$ cat src/rtl/sram_access_arbiter_pkg.sv
// Shared constants for the SRAM access arbiter: FSM states, requester IDs and a log2 helper.
package sram_access_arbiter_pkg;

  localparam logic IDLE     = 1'b0;
  localparam logic WAIT_ACK = 1'b1;

  localparam int NUM_REQ = 2;

  function automatic int LOG2_FUNC(input int value);
    int r;
    r = 0;
    for (int i = 0; i < 31; i++)
      if ((1 << i) < value) r = i + 1;
    return r;
  endfunction

  localparam int ID_W = LOG2_FUNC(NUM_REQ);

  localparam logic [ID_W-1:0] REQ_UPD = ID_W'(0);
  localparam logic [ID_W-1:0] REQ_SHI = ID_W'(1);

endpackage

$ cat src/rtl/sram_access_arbiter_tag_fifo.sv
// Small first-word-fallthrough FIFO; used to remember which requester owns each outstanding read.
module fallthrough_small_fifo_old #(
  parameter int WIDTH          = 1,
  parameter int MAX_DEPTH_BITS = 3
) (
  input  logic             clk,
  input  logic             reset,
  input  logic             wr_en,
  input  logic [WIDTH-1:0] din,
  input  logic             rd_en,
  output logic [WIDTH-1:0] dout,
  output logic             full,
  output logic             empty
);

  localparam int DEPTH = 1 << MAX_DEPTH_BITS;

  logic [WIDTH-1:0]          mem [DEPTH];
  logic [MAX_DEPTH_BITS-1:0] wr_ptr, rd_ptr;
  logic [MAX_DEPTH_BITS:0]   depth;
  logic                      push, pop;

  assign push  = wr_en & ~full;
  assign pop   = rd_en & ~empty;
  assign full  = (depth == (MAX_DEPTH_BITS+1)'(DEPTH));
  assign empty = (depth == '0);
  assign dout  = mem[rd_ptr];

  always_ff @(posedge clk or posedge reset) begin
    if (reset) begin
      wr_ptr <= '0;
      rd_ptr <= '0;
      depth  <= '0;
    end else begin
      if (push) wr_ptr <= wr_ptr + 1'b1;
      if (pop)  rd_ptr <= rd_ptr + 1'b1;
      depth <= depth + (MAX_DEPTH_BITS+1)'(push) - (MAX_DEPTH_BITS+1)'(pop);
    end
  end

  always_ff @(posedge clk)
    if (push) mem[wr_ptr] <= din;

endmodule

$ cat src/rtl/sram_access_arbiter.sv
// Two-requester round-robin arbiter in front of one SRAM controller port; read data is routed back
// to its owner through an in-order tag FIFO.
module sram_access_arbiter
  import sram_access_arbiter_pkg::*;
#(
  parameter int SRAM_ADDR_WIDTH = 19,
  parameter int SRAM_DATA_WIDTH = 72,
  parameter int TAG_DEPTH_BITS  = 3,
  parameter bit RR_INIT         = 1'b0
) (
  input  logic                       clk,
  input  logic                       reset,
  input  logic                       upd_rd_req,
  input  logic [SRAM_ADDR_WIDTH-1:0] upd_rd_addr,
  output logic                       upd_rd_ack,
  output logic                       upd_rd_vld,
  input  logic                       upd_wr_req,
  input  logic [SRAM_ADDR_WIDTH-1:0] upd_wr_addr,
  input  logic [SRAM_DATA_WIDTH-1:0] upd_wr_data,
  output logic                       upd_wr_ack,
  input  logic                       shi_rd_req,
  input  logic [SRAM_ADDR_WIDTH-1:0] shi_rd_addr,
  output logic                       shi_rd_ack,
  output logic                       shi_rd_vld,
  input  logic                       shi_wr_req,
  input  logic [SRAM_ADDR_WIDTH-1:0] shi_wr_addr,
  input  logic [SRAM_DATA_WIDTH-1:0] shi_wr_data,
  output logic                       shi_wr_ack,
  output logic [SRAM_DATA_WIDTH-1:0] rd_data,
  output logic                       sram_rd_req,
  output logic [SRAM_ADDR_WIDTH-1:0] sram_rd_addr,
  input  logic                       sram_rd_ack,
  input  logic [SRAM_DATA_WIDTH-1:0] sram_rd_data,
  input  logic                       sram_rd_vld,
  output logic                       sram_wr_req,
  output logic [SRAM_ADDR_WIDTH-1:0] sram_wr_addr,
  output logic [SRAM_DATA_WIDTH-1:0] sram_wr_data,
  input  logic                       sram_wr_ack,
  output logic                       orphan_err
);

  localparam int AW = SRAM_ADDR_WIDTH;
  localparam int DW = SRAM_DATA_WIDTH;

  logic [NUM_REQ-1:0]         rd_req, wr_req;
  logic [NUM_REQ-1:0][AW-1:0] rd_addr, wr_addr;
  logic [NUM_REQ-1:0][DW-1:0] wr_data;

  assign rd_req  = {shi_rd_req,  upd_rd_req};
  assign wr_req  = {shi_wr_req,  upd_wr_req};
  assign rd_addr = {shi_rd_addr, upd_rd_addr};
  assign wr_addr = {shi_wr_addr, upd_wr_addr};
  assign wr_data = {shi_wr_data, upd_wr_data};

  logic [NUM_REQ-1:0]         slot_vld, slot_wr;
  logic [NUM_REQ-1:0][AW-1:0] slot_addr;
  logic [NUM_REQ-1:0][DW-1:0] slot_data;

  logic                state_q, state_d;
  logic [ID_W-1:0]     rr, cur_id, grant_id;
  logic                cur_wr, grant_vld, done;
  logic [NUM_REQ-1:0]  eligible, rd_ack_d, wr_ack_d, rd_ack_q, wr_ack_q;
  logic                tag_full, tag_empty;
  logic [ID_W-1:0]     tag_head;

  // Reads need a free tag entry before issue; writes never wait on the FIFO.
  assign eligible = slot_vld & (slot_wr | {NUM_REQ{~tag_full}});
  assign done     = (state_q == WAIT_ACK) & (cur_wr ? sram_wr_ack : sram_rd_ack);

  // Pending slots: load only when empty, write wins over a simultaneous read.
  always_ff @(posedge clk or posedge reset) begin
    if (reset) begin
      slot_vld  <= '0;
      slot_wr   <= '0;
      slot_addr <= '0;
      slot_data <= '0;
    end else begin
      for (int i = 0; i < NUM_REQ; i++) begin
        if (!slot_vld[i] && (rd_req[i] || wr_req[i])) begin
          slot_vld[i]  <= 1'b1;
          slot_wr[i]   <= wr_req[i];
          slot_addr[i] <= wr_req[i] ? wr_addr[i] : rd_addr[i];
          slot_data[i] <= wr_data[i];
        end else if (done && (cur_id == ID_W'(i))) begin
          slot_vld[i]  <= 1'b0;
        end
      end
    end
  end

  always_ff @(posedge clk or posedge reset)
    if (reset) state_q <= IDLE;
    else       state_q <= state_d;

  always_comb begin
    state_d   = state_q;
    grant_vld = 1'b0;
    grant_id  = rr;
    case (state_q)
      IDLE: if (|eligible) begin
        grant_vld = 1'b1;
        grant_id  = (&eligible) ? rr : (eligible[REQ_SHI] ? REQ_SHI : REQ_UPD);
        state_d   = WAIT_ACK;
      end
      default: if (done) state_d = IDLE;
    endcase
  end

  always_comb begin
    rd_ack_d = '0;
    wr_ack_d = '0;
    if (done) begin
      if (cur_wr) wr_ack_d[cur_id] = 1'b1;
      else        rd_ack_d[cur_id] = 1'b1;
    end
  end

  always_ff @(posedge clk or posedge reset) begin
    if (reset) begin
      sram_rd_req  <= 1'b0;
      sram_wr_req  <= 1'b0;
      sram_rd_addr <= '0;
      sram_wr_addr <= '0;
      sram_wr_data <= '0;
      cur_id       <= REQ_UPD;
      cur_wr       <= 1'b0;
      rr           <= ID_W'(RR_INIT);
      rd_ack_q     <= '0;
      wr_ack_q     <= '0;
      orphan_err   <= 1'b0;
    end else begin
      sram_rd_req <= grant_vld & ~slot_wr[grant_id];
      sram_wr_req <= grant_vld &  slot_wr[grant_id];
      if (grant_vld) begin
        cur_id <= grant_id;
        cur_wr <= slot_wr[grant_id];
        if (slot_wr[grant_id]) begin
          sram_wr_addr <= slot_addr[grant_id];
          sram_wr_data <= slot_data[grant_id];
        end else begin
          sram_rd_addr <= slot_addr[grant_id];
        end
      end
      rd_ack_q <= rd_ack_d;
      wr_ack_q <= wr_ack_d;
      if (done) rr <= ~cur_id;
      if (sram_rd_vld && tag_empty) orphan_err <= 1'b1;
    end
  end

  fallthrough_small_fifo_old #(
    .WIDTH          (ID_W),
    .MAX_DEPTH_BITS (TAG_DEPTH_BITS)
  ) u_tag_fifo (
    .clk   (clk),
    .reset (reset),
    .wr_en (done & ~cur_wr),
    .din   (cur_id),
    .rd_en (sram_rd_vld),
    .dout  (tag_head),
    .full  (tag_full),
    .empty (tag_empty)
  );

  assign rd_data    = sram_rd_data;
  assign upd_rd_vld = sram_rd_vld & ~tag_empty & (tag_head == REQ_UPD);
  assign shi_rd_vld = sram_rd_vld & ~tag_empty & (tag_head == REQ_SHI);
  assign upd_rd_ack = rd_ack_q[REQ_UPD];
  assign shi_rd_ack = rd_ack_q[REQ_SHI];
  assign upd_wr_ack = wr_ack_q[REQ_UPD];
  assign shi_wr_ack = wr_ack_q[REQ_SHI];

endmodule

$ cat config.mk
export PLATFORM = sky130hd
export DESIGN_NAME = sram_access_arbiter
export DESIGN_NICKNAME = d
export VERILOG_FILES = /design/src/rtl/sram_access_arbiter_pkg.sv /design/src/rtl/sram_access_arbiter_tag_fifo.sv /design/src/rtl/sram_access_arbiter.sv
export SDC_FILE = /design/constraint.sdc
export NUM_CORES = 1
export LEC_CHECK = 0
export ABC_AREA = 1
export CAP_MARGIN = 20
export CORE_ASPECT_RATIO = 1.4
export CORE_MARGIN = 10
export CORE_UTILIZATION = 50
export CTS_CLUSTER_DIAMETER = 100
export CTS_CLUSTER_SIZE = 28
export DETAILED_ROUTE_END_ITERATION = 12
export PLACE_DENSITY = 0.86
export SKIP_LAST_GASP = 1
export SLEW_MARGIN = 20
export SYNTH_ARGS = -nofsm -noshare
export SYNTH_HDL_FRONTEND = slang
export SYNTH_HIERARCHICAL = 1
export SYNTH_SLANG_ARGS = --single-unit
$ cat constraint.sdc
create_clock -name clk -period 31.5 [get_ports clk]
set_input_delay 6.3 -clock clk [delete_from_list [all_inputs] [get_ports clk]]
set_output_delay 6.3 -clock clk [all_outputs]
set_load 0.01 [all_outputs]
### Word level (Yosys, flattened, before mapping)

Memory sizes are Yosys's and may differ from the RTL's.
Index checks and enable logic that the tools add are counted.

| cells by class | value |
|---|---|
| magnitude comparators | 3 |
| shifts and indexed selects | 0 |
| add/subtract/negate cells | 4 |
| mux-type cells | 29 |
| equality and inequality tests | 1 |
| bitwise logic cells | 16 |
| reductions and logical operators | 17 |
| $mul | 0 |
| divide/modulo/power cells | 0 |

Operators by type and width:

| cell | number |
|---|---|
| $mux W72 | 2 |
| $mux W19 | 4 |
| $mux W1 | 18 |
| $and A1 B1 Y1 | 8 |
| $mux W2 | 4 |
| $add A3 B1 Y3 const B | 2 |
| $logic_and A1 B1 Y1 | 6 |
| $not A1 Y1 | 6 |
| $reduce_and A2 Y1 | 3 |
| $add A4 B1 Y4 | 1 |
| $eq A4 B4 Y1 const B | 1 |
| $logic_not A4 Y1 | 1 |
| $lt A1 B2 Y1 const B | 2 |
| $reduce_bool A2 Y1 | 2 |
| $sub A4 B1 Y4 | 1 |
| $and A2 B2 Y2 | 1 |
| $logic_not A1 Y1 | 2 |
| $logic_or A1 B1 Y1 | 2 |
| $or A2 B2 Y2 | 1 |
| $reduce_or A2 Y1 | 1 |
| $demux W1 S1 | 1 |
| $ge A1 B1 Y1 const B | 1 |

| storage, ports and cells | value |
|---|---|
| latch bits | 0 |
| bits of input ports | 301 |
| bits in writable memories | 8 |
| memories kept | 1 |
| output and inout port bits | 191 |
| bits in registers | 317 |
| logic and storage cells | 94 |
| ROM bits | 0 |

Memories:

| name | depth | bits a word | read ports | clocked after Yosys merged registers in | write ports | line | source |
|---|---|---|---|---|---|---|---|
| u_tag_fifo.mem | 8 | 1 | 1 | 0 | 1 | sram_access_arbiter_tag_fifo.sv:18 | `logic [WIDTH-1:0] mem [DEPTH];` |

### Depth between registers and ports, before layout

| logic depth | value |
|---|---|
| depth in word-level cells | 12 |
| mapped depth | 15 |
| depth with buffers taken out | 14 |

### By module

The synthesis kept the hierarchy.

Modules (own cells, without submodules):

| module | area each (µm²) | times used | cells an instance | sequential area each (µm²) |
|---|---|---|---|---|
| sram_access_arbiter | 13992.2 | 1 | 1779 | 7682.4 |
| fallthrough_small_fifo_old | 992.2 | 1 | 106 | 490.5 |

### Least setup slack after synthesis

No wires, ideal clock.

| timing path | value |
|---|---|
| path type | input -> output |
| from | in sram_rd_vld |
| to | out shi_rd_vld |
| arrival time | 6.641 ns |
| stages on the path | 2 |
| setup slack | 18.559 ns |
| buffers on the path | 0 |
| data required time | 25.200 ns |
| cells stage by stage | inv_1 nor3b_1 |

| on the way | value |
|---|---|
| cells in the longest elaborated chain, start to end | 2 |

RTL lines:

| item | line | source |
|---|---|---|
| start: declaration | sram_access_arbiter.sv:34 | `input logic sram_rd_vld,` |
| $and A1 B1 Y1 (2 in series) | sram_access_arbiter.sv:167 | `assign shi_rd_vld = sram_rd_vld & ~tag_empty & (tag_head == REQ_SHI);` |
| end: declaration | sram_access_arbiter.sv:24 | `output logic shi_rd_vld,` |

Every way passes these cells.

### Worst setup path after layout

Ends and elaborated chain as after synthesis.

==> out/qor.csv <==
stage,metric,value,unit
power,Leakage,9.63,nW
drt,vias per cell,5.41,
placed_design,placed cells,2445,
cts,Post-CTS Setup Inserts,0,
cts,Resized Gates After CTS,0,
worst_setup_path,CP Max Fanout,3,
grt,GRT Util Overall,24.8,%
drt,Vias,13383,
cts,clk_lat worst skew,520,ps
sta,Setup WS post-layout,17560,ps
power,maximum vdd drop,0.0000563,V
job,Max Cap Viol,0,
layout,Nets,2394,
placed_design,post-place setup slack,17570,ps
worst_setup_path,Setup CP Type,in2out,
placed_design,GP Congestion,0.911,
cts,Clock Tree Root,clkbuf_16,
floorplan,core area,29400,sq um
worst_setup_path,Critical R2R Launch,u_tag_fifo/depth[2]$_DFF_PP0_,
grt,pin count of the biggest net entering global routing,94,
worst_setup_path,Worst path slowest cell,clkdlybuf4s50_1,
layout,most frequent cells in the layout,"nand2_1, clkdlybuf4s50_1, dfrtp_1",
floorplan,num ports,492,
cts,Clock Path Buffers,3,
synthesis,synth unique cells,27,
synthesis,sequential cell area fraction in the yosys report,54.5,%
status,status,completed,
layout,Sequential Area,8170,sq um
synthesis,Mapped Cells,1885,
worst_setup_path,CP dominant cell by count,clkdlybuf4s50_1,
sta,Fin. Hold Viols,0,
grt,first-pass GRT wire length,75100,um
min_path,hold path startpoint,cur_wr$_DFFE_PP0P_,
synthesis,Post-Syn Area per Cell,7.95,sq um
worst_setup_path,Worst Path Required,25200,ps
layout,design area,18500,sq um
synthesis,area of the mapped netlist,15000,sq um
grt,total congestion overflow,0,
drt,drt total wl,48900,um
layout,area grow syn2layout,23.6,%
placed_design,number of port buffers,347,
layout,Layout Cells excl Fill,2476,
layout,"Core Util, Final",63.1,%
sta,RSZ-0062 raised after global routing,no,
grt,number of global-route vias before repair,13435,
power,Pwr Density,94.9,nW/um^2
cts,CTS tree,done,
worst_setup_path,Critical Path Start,sram_rd_vld,
grt,initial antenna violation count,11,
drt,post-route DRC violation count,0,
layout,fillers,2422,
synthesis,Synthesized Nets,2195,
worst_setup_path,Setup crit end kind,primary output,
placed_design,placed cell area,18000,sq um
sta,clk_skew,25.7,ps
sta,Tightest Pin Transition,1110,ps
worst_setup_path,worst path buffer plus inverter count,3,
power,Design Power,1.76,mW
sta,max-slew violation count,0,
worst_setup_path,Top delay family on crit path,buffers and inverters,
placed_design,HPWL Detailed,33300,um
layout,"commonest non-fill, non-tap cell in the layout",nand2_1,
cts,CTS buffer count,15,
cts,Clock Pin Slew Worst Setup and Hold Paths,110,ps
sta,Final setup violation count,0,
cts,CTS Sinks,325,
sta,TNS Setup,0,ps
drt,Iteration-0 DRC Markers,1400,
floorplan,initial core utilization,51.1,%
synthesis,"EDFF count, synth",8,
sta,crit path time final,13940,ps
sta,Post-Route Hold Slack,464,ps
drt,detailed-route wire length per cell,19.8,um
layout,area of the multi-input gates,5470,sq um
cts,H-tree depth,1,
sta,max_slew headroom,25.7,%
layout,fraction of layout cells with a size suffix above 1,2.68,%
synthesis,"Top FF cell, synth",dfrtp_1,
floorplan,Die X-Extent,166,um
worst_setup_path,critical path launch point type,input port,
drt,TritonRoute pass-1 iters,6,
worst_setup_path,cells along the critical path,"clkdlybuf4s50_1, inv_1, nor3b_1, clkdlybuf4s50_1",
synthesis,Seq cells post-synth,325,
cts,hold_buf cts,0,
floorplan,die height,225,um
synthesis,Yosys warnings,6,
sta,period utilization,44.2,%
drt,"antenna viol nets, final",0,
floorplan,die area,37400,sq um
worst_setup_path,CP max stage delay,570,ps
min_path,Min-Delay Path Class,reg2reg,
synthesis,Post-synth ARST share,97.5,%
worst_setup_path,CP arrival,7640,ps
sta,Peak Freq,71.7,MHz
floorplan,num rows,74,
-- synth_stat cells, types with 4 or more instances --
master	count	share of area, %
o21ai_0	85	2.8
dfrtp_1	317	53
buf_1	5	0.13
nand3_1	211	7.0
nand2_1	953	24
nor3_1	10	0.33
inv_2	8	0.20
nor2_1	5	0.13
ha_1	8	0.67
buf_4	81	4.1
edfxtp_1	8	1.6
clkbuf_1	31	0.78
inv_1	75	1.9
buf_2	64	2.1
a21oi_1	4	0.13
-- layout make-up --
class | count | share of cell area, %
multi-input combinational | 1294 | 29.5
timing repair buffer | 365 | 19.7
antenna | 10 | 0.135
clock buffer | 17 | 2.07
tap | 380 | 2.57
inverter | 83 | 1.72
sequential | 325 | 44.1
clock inverter | 2 | 0.135
-- per-layer routing --
metal | wire (um) | part of all wire, % | global-route usage (%)
met5 | 26 | 0.053 | 0
met4 | 2870 | 5.9 | 13.9
met3 | 4070 | 8.3 | 5.50
met2 | 24600 | 50 | 43.2
met1 | 17300 | 35 | 27.5
-- power breakdown --
group          internal [mW]  switching [mW]
clock                 0.0892           0.132
sequential             0.597           0.106
combinational          0.297           0.536
total                  0.984           0.774
-- cell families (layout without fill, tap and decap cells) --
| group | Yosys count | count (layout) | synth area share, % |
|---|---|---|---|
| AND/OR/NAND/NOR | 1187 | 1187 | 31.9 |
| other | 0 | 10 | 0 |
| adder cells (fa/ha/maj) | 9 | 9 | 0.802 |
| buffers and inverters | 266 | 467 | 9.33 |
| XOR/XNOR | 6 | 6 | 0.351 |
| flip-flops | 325 | 325 | 54.5 |
| AO/OA/AOI/OAI | 92 | 92 | 3.09 |
-- sequential cells by signal, summed over array words and instances (netlist names), 3 cells and up --
register           flops
sram_wr_addr          19
slot_addr             38
u_tag_fifo/mem         8
slot_data            144
u_tag_fifo/rd_ptr      3
sram_rd_addr          19
u_tag_fifo/wr_ptr      3
u_tag_fifo/depth       4
sram_wr_data          72
-- worst paths after layout --
check | to | slack (ps) | cells after the start
max | shi_rd_vld | 17560 | 4
min | rd_ack_q[0]$_DFF_PP0_ | 460 | 1
max reg2reg | sram_wr_data[34]$_DFFE_PP0P_ | 27350 | 14
min reg2reg | rd_ack_q[0]$_DFF_PP0_ | 460 | 1
max in group asynchronous | slot_data[71]$_DFFE_PP0P_ | 23240 | 5
min in group asynchronous | u_tag_fifo/rd_ptr[0]$_DFFE_PP0P_ | 6230 | 2
Power figures use the tool's default switching activity.
